$ cat src/rtl/trap_entry_seq.sv
// rtl/trap_entry_seq.sv - trap entry / trap return sequencer for M and S privilege levels
module trap_entry_seq #(
    parameter bit VEC_EN = 1'b1
) (
    input  logic        clk,
    input  logic        rst,
    input  logic        int_req,
    input  logic        int_target_m,
    input  logic        int_target_s,
    input  logic [63:0] int_cause,
    input  logic [3:0]  priv,
    input  logic [63:0] pc_now,
    input  logic        pipe_idle,
    input  logic        mret,
    input  logic        sret,
    input  logic [63:0] mtvec,
    input  logic [63:0] stvec,
    input  logic [63:0] mepc_in,
    input  logic [63:0] sepc_in,
    input  logic        mie,
    input  logic        mpie,
    input  logic        sie,
    input  logic        spie,
    input  logic        spp,
    input  logic [1:0]  mpp,
    output logic        hold_pipe,
    output logic        epc_we_m,
    output logic        epc_we_s,
    output logic        cause_we_m,
    output logic        cause_we_s,
    output logic [63:0] epc_d,
    output logic [63:0] cause_d,
    output logic        status_we,
    output logic        mie_d,
    output logic        mpie_d,
    output logic        sie_d,
    output logic        spie_d,
    output logic        spp_d,
    output logic [1:0]  mpp_d,
    output logic        priv_we,
    output logic [3:0]  priv_d,
    output logic        pc_redirect,
    output logic [63:0] pc_new,
    output logic        int_ack
);

    localparam logic [3:0] PRIV_M = 4'b1000;
    localparam logic [3:0] PRIV_S = 4'b0010;
    localparam logic [3:0] PRIV_U = 4'b0001;

    typedef enum logic [2:0] {
        IDLE,
        DRAIN,
        SAVE,
        UPDATE,
        REDIRECT,
        RET
    } state_t;

    state_t      state_q;
    state_t      state_d;
    logic [63:0] cause_q;
    logic [63:0] epc_q;
    logic        tgt_m_q;
    logic        ret_m_q;

    logic [63:0] tvec;
    logic [63:0] tvec_base;
    logic [63:0] vec_off;
    logic        vec_hit;
    logic [1:0]  mpp_from_priv;
    logic [3:0]  mret_priv;
    logic        unused_inputs;

    // int_target_s is implied by !int_target_m; priv[2] and priv[0] never steer anything
    assign unused_inputs = ^{int_target_s, priv[2], priv[0]};

    assign tvec      = tgt_m_q ? mtvec : stvec;
    assign tvec_base = {tvec[63:2], 2'b00};
    assign vec_hit   = VEC_EN && (tvec[1:0] == 2'b01) && cause_q[63];
    assign vec_off   = vec_hit ? {56'd0, cause_q[5:0], 2'b00} : 64'd0;

    assign mpp_from_priv = priv[3] ? 2'b11 : (priv[1] ? 2'b01 : 2'b00);
    assign mret_priv     = (mpp == 2'b11) ? PRIV_M : ((mpp == 2'b01) ? PRIV_S : PRIV_U);

    always_ff @(posedge clk or posedge rst) begin
        if (rst) begin
            state_q <= IDLE;
            cause_q <= 64'd0;
            epc_q   <= 64'd0;
            tgt_m_q <= 1'b0;
            ret_m_q <= 1'b0;
        end else begin
            state_q <= state_d;
            if (state_q == IDLE) begin
                if (int_req) begin
                    cause_q <= int_cause;
                    tgt_m_q <= int_target_m;
                end else if ((mret || sret) && pipe_idle) begin
                    ret_m_q <= mret;
                end
            end
            if (state_q == DRAIN && pipe_idle) begin
                epc_q <= pc_now;
            end
        end
    end

    always_comb begin
        state_d     = state_q;
        hold_pipe   = 1'b0;
        epc_we_m    = 1'b0;
        epc_we_s    = 1'b0;
        cause_we_m  = 1'b0;
        cause_we_s  = 1'b0;
        epc_d       = 64'd0;
        cause_d     = 64'd0;
        status_we   = 1'b0;
        mie_d       = 1'b0;
        mpie_d      = 1'b0;
        sie_d       = 1'b0;
        spie_d      = 1'b0;
        spp_d       = 1'b0;
        mpp_d       = 2'b00;
        priv_we     = 1'b0;
        priv_d      = 4'b0000;
        pc_redirect = 1'b0;
        pc_new      = 64'd0;
        int_ack     = 1'b0;

        case (state_q)
            IDLE: begin
                // an interrupt in the same cycle as a return drops the return
                if (int_req) begin
                    state_d = DRAIN;
                end else if ((mret || sret) && pipe_idle) begin
                    state_d = RET;
                end
            end
            DRAIN: begin
                hold_pipe = 1'b1;
                if (pipe_idle) begin
                    state_d = SAVE;
                end
            end
            SAVE: begin
                hold_pipe  = 1'b1;
                epc_d      = epc_q;
                cause_d    = cause_q;
                epc_we_m   = tgt_m_q;
                cause_we_m = tgt_m_q;
                epc_we_s   = !tgt_m_q;
                cause_we_s = !tgt_m_q;
                state_d    = UPDATE;
            end
            UPDATE: begin
                hold_pipe = 1'b1;
                status_we = 1'b1;
                priv_we   = 1'b1;
                mie_d     = mie;
                mpie_d    = mpie;
                sie_d     = sie;
                spie_d    = spie;
                spp_d     = spp;
                mpp_d     = mpp;
                if (tgt_m_q) begin
                    mpie_d = mie;
                    mie_d  = 1'b0;
                    mpp_d  = mpp_from_priv;
                    priv_d = PRIV_M;
                end else begin
                    spie_d = sie;
                    sie_d  = 1'b0;
                    spp_d  = priv[1];
                    priv_d = PRIV_S;
                end
                state_d = REDIRECT;
            end
            REDIRECT: begin
                hold_pipe   = 1'b1;
                pc_redirect = 1'b1;
                int_ack     = 1'b1;
                pc_new      = tvec_base + vec_off;
                state_d     = IDLE;
            end
            RET: begin
                hold_pipe   = 1'b1;
                status_we   = 1'b1;
                priv_we     = 1'b1;
                pc_redirect = 1'b1;
                mie_d       = mie;
                mpie_d      = mpie;
                sie_d       = sie;
                spie_d      = spie;
                spp_d       = spp;
                mpp_d       = mpp;
                if (ret_m_q) begin
                    mie_d  = mpie;
                    mpie_d = 1'b1;
                    mpp_d  = 2'b00;
                    priv_d = mret_priv;
                    pc_new = mepc_in;
                end else begin
                    sie_d  = spie;
                    spie_d = 1'b1;
                    spp_d  = 1'b0;
                    priv_d = spp ? PRIV_S : PRIV_U;
                    pc_new = sepc_in;
                end
                state_d = IDLE;
            end
            default: begin
                state_d = IDLE;
            end
        endcase
    end

endmodule

$ cat config.mk
export PLATFORM = sky130hd
export DESIGN_NAME = trap_entry_seq
export DESIGN_NICKNAME = d
export VERILOG_FILES = /design/src/rtl/trap_entry_seq.sv
export SDC_FILE = /design/constraint.sdc
export NUM_CORES = 1
export LEC_CHECK = 0
export CORE_AREA = 2 2 239 241
export DETAILED_ROUTE_END_ITERATION = 8
export DIE_AREA = 0 0 241 243
export GPL_TIMING_DRIVEN = 1
export PLACE_DENSITY = 0.51
export SYNTH_ARGS = -nofsm -noshare
export SYNTH_HDL_FRONTEND = slang
export SYNTH_SLANG_ARGS = --single-unit
$ cat constraint.sdc
create_clock -name clk -period 8.8 [get_ports clk]
set_input_delay 0.88 -clock clk [delete_from_list [all_inputs] [get_ports clk]]
set_output_delay 0.88 -clock clk [all_outputs]
set_load 0.03 [all_outputs]
# After elaboration in Yosys (flattened, before gate mapping)
# Cells that the tools add are included.
# Widths: inputs -> output; s select.
# op_classes
bitwise	1
n_mul	0
n_shift	0
magnitude_cmp	0
add_sub_neg	1
reduce_logical	12
div_mod_pow	0
mux	42
n_eq_ne	10
# op_table
op	n
$mux 64	4
$pmux 64 s2	1
$add 64x8->64	1
$mux 1	17
$mux 4	3
$pmux 3 s4	1
$mux 2	5
$pmux 1 s2	5
$mux 3	3
$mux 8	1
$pmux 4 s2	1
$eq 3x2->1 const B	2
$eq 3x3->1 const B	2
$reduce_or 5->1	1
$eq 2x1->1 const B	2
$pmux 2 s2	1
$reduce_and 2->1	2
$reduce_or 2->1	2
$eq 3x1->1 const B	1
$logic_and 1x1->1	3
$logic_not 3->1	1
$ne 3x2->1 const B	1
$reduce_and 3->1	1
$eq 2x2->1 const B	1
4 further kinds	4
# word_totals
mem_count	0
ram_bits	0
latch_bits	0
reg_bits	133
rom_bits	0

# Depth between registers and ports, before layout
# logic_depth
word_depth	6
ltp_mapped	18
ltp_nobuf	12

# Worst setup path before layout
# OpenSTA, ideal clock, no wires.
# synth_timing
path_type	flip-flop to output port
startpoint	register tgt_m_q
endpoint	output pc_new[58]
t_required_ps	7920
n_path_buf	6
path_stages_with_launch	19
t_arrival_ps	4738
setup_slack_ps	3182
cell_sequence	dfrtp_1 -> buf_6 -> buf_2 -> buf_4 -> buf_2 -> buf_1 -> buf_2 -> nand2_1 -> o32ai_1 -> and3_1 -> ha_1 -> inv_1 -> fa_1 -> nand2b_1 -> a21oi_1 -> o2111ai_1 -> or4_4 -> o31a_1 -> o32ai_1
# synth_via
elab_chain_len	6
# synth_lines
element	line	source
start, declared	64	logic tgt_m_q;
start signal, assigned	98	tgt_m_q <= int_target_m;
$mux 64 (*)	78	assign tvec = tgt_m_q ? mtvec : stvec;
$eq 2x1->1	80	assign vec_hit = VEC_EN && (tvec[1:0] == 2'b01) && cause_q[63];
$logic_and 1x1->1	80	
$mux 8	81	assign vec_off = vec_hit ? {56'd0, cause_q[5:0], 2'b00} : 64'd0;
$add 64x8->64 (*)	183	pc_new = tvec_base + vec_off;
$pmux 64 s2 (*)	131	case (state_q)
end, declared	43	output logic [63:0] pc_new,
# Mark *: on every way between the ends. The rest lies on a longest branch, timed or not.

# Final worst setup path
# layout_timing
startpoint	input stvec[0]
endpoint	output pc_new[58]
# layout_via
elab_chain_len	6
# layout_lines
element	line	source
start, declared	17	input logic [63:0] stvec,
$mux 64	78	
$eq 2x1->1	80	
$logic_and 1x1->1	80	
$mux 8	81	
$add 64x8->64	183	
$pmux 64 s2	131	
# Every way passes these cells.

==> reports/results.md <==
| Parameter | Reported | Unit |
|---|---|---|
| Mean number of vias per cell | 4.49 | - |
| Share of power burned in registers | 25.1 | % |
| Syn Area/Cell | 9.59 | um2 |
| Share of the synthesized area in the top cell type | 32.4 | % |
| Wire length of the first global-routing pass | 76500 | um |
| Cell area power density | 262 | nW/um2 |
| Antenna violations before repair | 23 | - |
| Last weighted congestion value of the routability-driven placer | 0.903 | - |
| Internal | 0.00265 | W |
| # H-tree levels | 4 | - |
| Actual transition at the worst max-transition pin | 1150 | ps |
| Fraction of final layout cells with drive strength greater than 1 | 13.1 | % |
| Antenna-violating nets left | 0 | - |
| IO Port Bufs | 610 | - |
| Effective utilization at floorplan | 18.4 | % |
| Highest clock frequency the design can meet | 0.143 | GHz |
| Final count of negative-setup-slack endpoints | 0 | - |
| Total DRC errors in the routed layout | 0 | - |
| Number of gates given a new drive strength after cts | 0 | - |
| Slowest library cell on the worst path | clkdlybuf4s50_1 | - |
| Unique cell type count in the Yosys netlist | 67 | - |
| GR met3 Demand/Resource | 7.32 | % |
| Most frequently used flop master after synthesis | dfrtp_1 | - |
| DIE AREA | 58600 | um2 |
| Critical register-to-register path endpoint | cause_q[50] | - |
| Total grt overflow | 0 | - |
| Number of global-route vias before repair | 11.2k | - |
| Combinational power share | 59.0 | % |
| Max-slew violations | 0 | - |
| Maximum fanout encountered on the critical timing path | 6 | - |
| Final net count | 2044 | - |
| Standard-cell row count | 87 | - |
| Worst Reg2Reg Path Length in Cells | 4 | - |
| Skew final | 10.3 | ps |
| Worst hold path depth | 1 | - |
| Path type of the worst min-delay path | flip-flop to flip-flop | - |
| Period minus WS final | 7000 | ps |
| HPWL Detailed | 43800 | um |
| Number of vias after detailed routing | 10.8k | - |
| Worst hold slack after final layout | 495 | ps |
| Max-capacitance violation count | 0 | - |
| Synthesized instance count | 1071 | - |
| Global routing met2 resource utilization | 32.5 | % |
| Hold endpoint | cause_q[46] | - |
| Iter 0 DRT Violations | 456 | - |
| Crit path kind | input port to output pin | - |
| Multi-input logic area | 6550 | um2 |
| Max VDD drop | 0.163 | mV |
| Arrival time of the worst setup path | 6120 | ps |
| Max-slew headroom | 23.3 | % |
| Filler cell count in the final layout | 5874 | - |
| Crit. End Element | output pin | - |
| Reg-to-reg setup timing slack | 6030 | ps |
| Register clock-pin slew on the reported worst setup and hold paths | 60 | ps |
| Critical path data required time | 7920 | ps |
| Placeable core region | 56000 | um2 |
| Maximum cell stage delay along the critical path | 730 | ps |
| Worst r2r src | state_q[0] | - |
| Number of placed cells counting well taps | 2371 | - |
| Util after Layout | 31.7 | % |
| Async set or reset register ratio after synthesis | 100 | % |
| Number of enable-type register cells in the synthesized netlist | 0 | - |
| Largest net degree at the start of global routing | 150 | - |
| Most area-consuming cells after synthesis | dfrtp_1 32%, mux2_2 17%, mux2i_1 9.5% | - |
| Most area-hungry cell type in the Yosys netlist | dfrtp_1 | - |
| Area occupied by registers | 3340 | um2 |
| Post-Synthesis Cell Area | 10300 | um2 |
| Worst min-delay path startpoint | cause_q[46] | - |
| CTS Root Cell | clkbuf_16 | - |
| Leakage component of the power | 6.77 | nW |
| Die Ht | 243 | um |
| Cell-by-cell listing of the critical path | clkdlybuf4s50_1 > inv_1 > o32ai_1 > and3_1 > ha_1 > inv_1 > fa_1 > nand2b_1 > a21oi_1 > o2111ai_1 > or4_4 > o31a_1 > o32ai_1 > clkdlybuf4s50_1 | - |
| Buffers inserted during post-CTS setup optimization | 0 | - |
| Switching share of total power | 43.0 | % |
| CTS buffer count | 17 | - |
| Clock share of power | 15.9 | % |
| Width of the chip | 241 | um |
| Cell area after layout | 17700 | um2 |
| Flops & latches, synth | 133 | - |
| Most Crowded Layer GR | met2 | - |
| Final WL | 54800 | um |
| Global routing usage on met1 | 18.7 | % |
| Number of buffers inserted for hold repair after clock tree synthesis | 0 | - |
| Number of nets in the synthesized netlist | 1481 | - |
| Final routed wire length divided by cell count | 22.7 | um |
| Layout Area Growth over Synthesis | 72.8 | % |
| Non-filler instance count after layout | 2413 | - |
| Reported net switching power | 0.00200 | W |
| Number of search-and-repair iterations in the first detailed-routing pass | 8 | - |
| Critical path launch point type | input port | - |
| Post-route clock period utilization | 79.6 | % |
| Post-synthesis sequential area ratio | 32.4 | % |
| I/O pin cnt | 615 | - |
| Clock tree from TritonCTS | yes | - |
| RSZ-0062 raised after global routing | false | - |
| Number of hold violations in the final report | 0 | - |
| Count of synthesis-stage warnings from yosys | 0 | - |
| Total routing usage reported by global routing | 17.9 | % |
| Clock network latency to the later pin of the worst-skew pair | 430 | ps |
| Clock buffer depth | 2 | - |
| Clock tree sinks | 133 | - |
| Run status | complete, no violations | - |
| Post-Place Cell Area | 17100 | um2 |
| Setup TNS Final | 0 | ps |
metrics by stage:
step                power [W]  setup WS (ps)
detailed placement    0.00395           1710
CTS                   0.00473           1720
floorplan             0.00286           3180
global route          0.00494           1340
finish                0.00464           1800
global placement      0.00393           1750
cell usage after synthesis, types with 4 or more instances:
master and number:
o21a_1 7, o31ai_1 5, nor2_1 26, clkbuf_1 50, and3_1 11, nand3_1 31
nor4_1 11, inv_1 16, nand4_1 24, a21oi_1 27, o22ai_1 40, o32ai_1 5
a31oi_1 6, nand3b_1 21, nor3_1 19, a22oi_1 9, buf_2 12, xor2_1 29
and4_1 5, nor2b_1 4, mux2_2 151, nand2_1 58, a22o_1 4, nand4b_1 9
a211oi_1 10, o21ai_0 14, ha_1 6, xnor2_1 24, dfrtp_1 133, mux2i_1 97
buf_4 6, buf_1 9, nand2b_1 8, and2_1 134, a222oi_1 4
worst max-delay path by stage:
| stage | start | to | slack [ps] | cells past startpoint |
|---|---|---|---|---|
| final | stvec[0] | pc_new[58] | 1800 | 14 |
| after global routing | stvec[0] | pc_new[56] | 1340 | 14 |
| after CTS | stvec[0] | pc_new[56] | 1720 | 14 |
| after detailed placement | stvec[0] | pc_new[56] | 1710 | 14 |
| after global placement | stvec[0] | pc_new[56] | 1750 | 14 |
| after floorplan | tgt_m_q | pc_new[58] | 3180 | 18 |
cell type report:
type / instances / share of cell area, %
clock buffer: 18 / 2.47
timing repair buffer: 623 / 35.0
sequential: 133 / 18.8
tap: 756 / 5.33
multi-input combinational: 843 / 36.9
antenna: 10 / 0.141
inverter: 16 / 0.367
clock inverter: 14 / 0.924
cells by family after synthesis:
logic type,synth area share (%)
buffers and inverters,3.98
DFF,32.4
other,0.0365
and+or+nand+nor,21.4
adders and majority gates,0.926
muxes,26.0
xor gates and xnor gates,4.52
AOI/OAI and AO/OA,10.7
metal layers:
metal | routed length, um | part of all wire (%) | vias to the layer above
met5 | 134 | 0.24 | -
met4 | 901 | 1.6 | 24
met3 | 5720 | 10 | 56
met2 | 28100 | 51 | 507
met1 | 19900 | 36 | 5198
li1 | - | - | 5057
registers in the layout, summed over array words and instances (netlist names):
| name | flops |
|---|---|
| cause_q | 64 |
| epc_q | 64 |
| state_q | 3 |
| ret_m_q | 1 |
| tgt_m_q | 1 |
layout by cell type, fill, tap and decap left out, types with 5 or more instances in the layout:
cell / n
nand2b_1: 8
a22oi_1: 9
o21a_1: 7
xnor2_1: 24
a211oi_1: 10
nand4_1: 24
mux2i_1: 97
buf_4: 12
xor2_1: 29
inv_6: 6
dfrtp_1: 130
and3_1: 11
a31oi_1: 6
o31ai_1: 5
nand4b_1: 9
and4_1: 5
ha_1: 6
nor2_1: 24
inv_1: 15
o32ai_1: 5
nand2_1: 56
o21ai_0: 14
clkbuf_16: 17
nand3_1: 31
nor4_1: 11
mux2_2: 151
a21oi_1: 27
nand3b_1: 21
and2_1: 133
diode_2: 10
o22ai_1: 40
nor3_1: 19
clkdlybuf4s50_1: 610
power groups by stage:
stage | Combinational [W] | Sequential, W | Clock [W]
final | 0.00274 | 0.00117 | 0.000739
after CTS | 0.00278 | 0.00118 | 0.000766
after floorplan | 0.00183 | 0.00103 | 0
after detailed placement | 0.00277 | 0.00118 | 0
after global placement | 0.00275 | 0.00117 | 0
after global routing | 0.00293 | 0.00122 | 0.000790
critical path: cells and delay by family:
kind | cells | cell delay (ps)
simple gates | 3 | 1140
buf+inv | 4 | 1270
compound gates | 5 | 2250
fa+ha+maj | 2 | 570
Power figures use the tool's default switching activity.
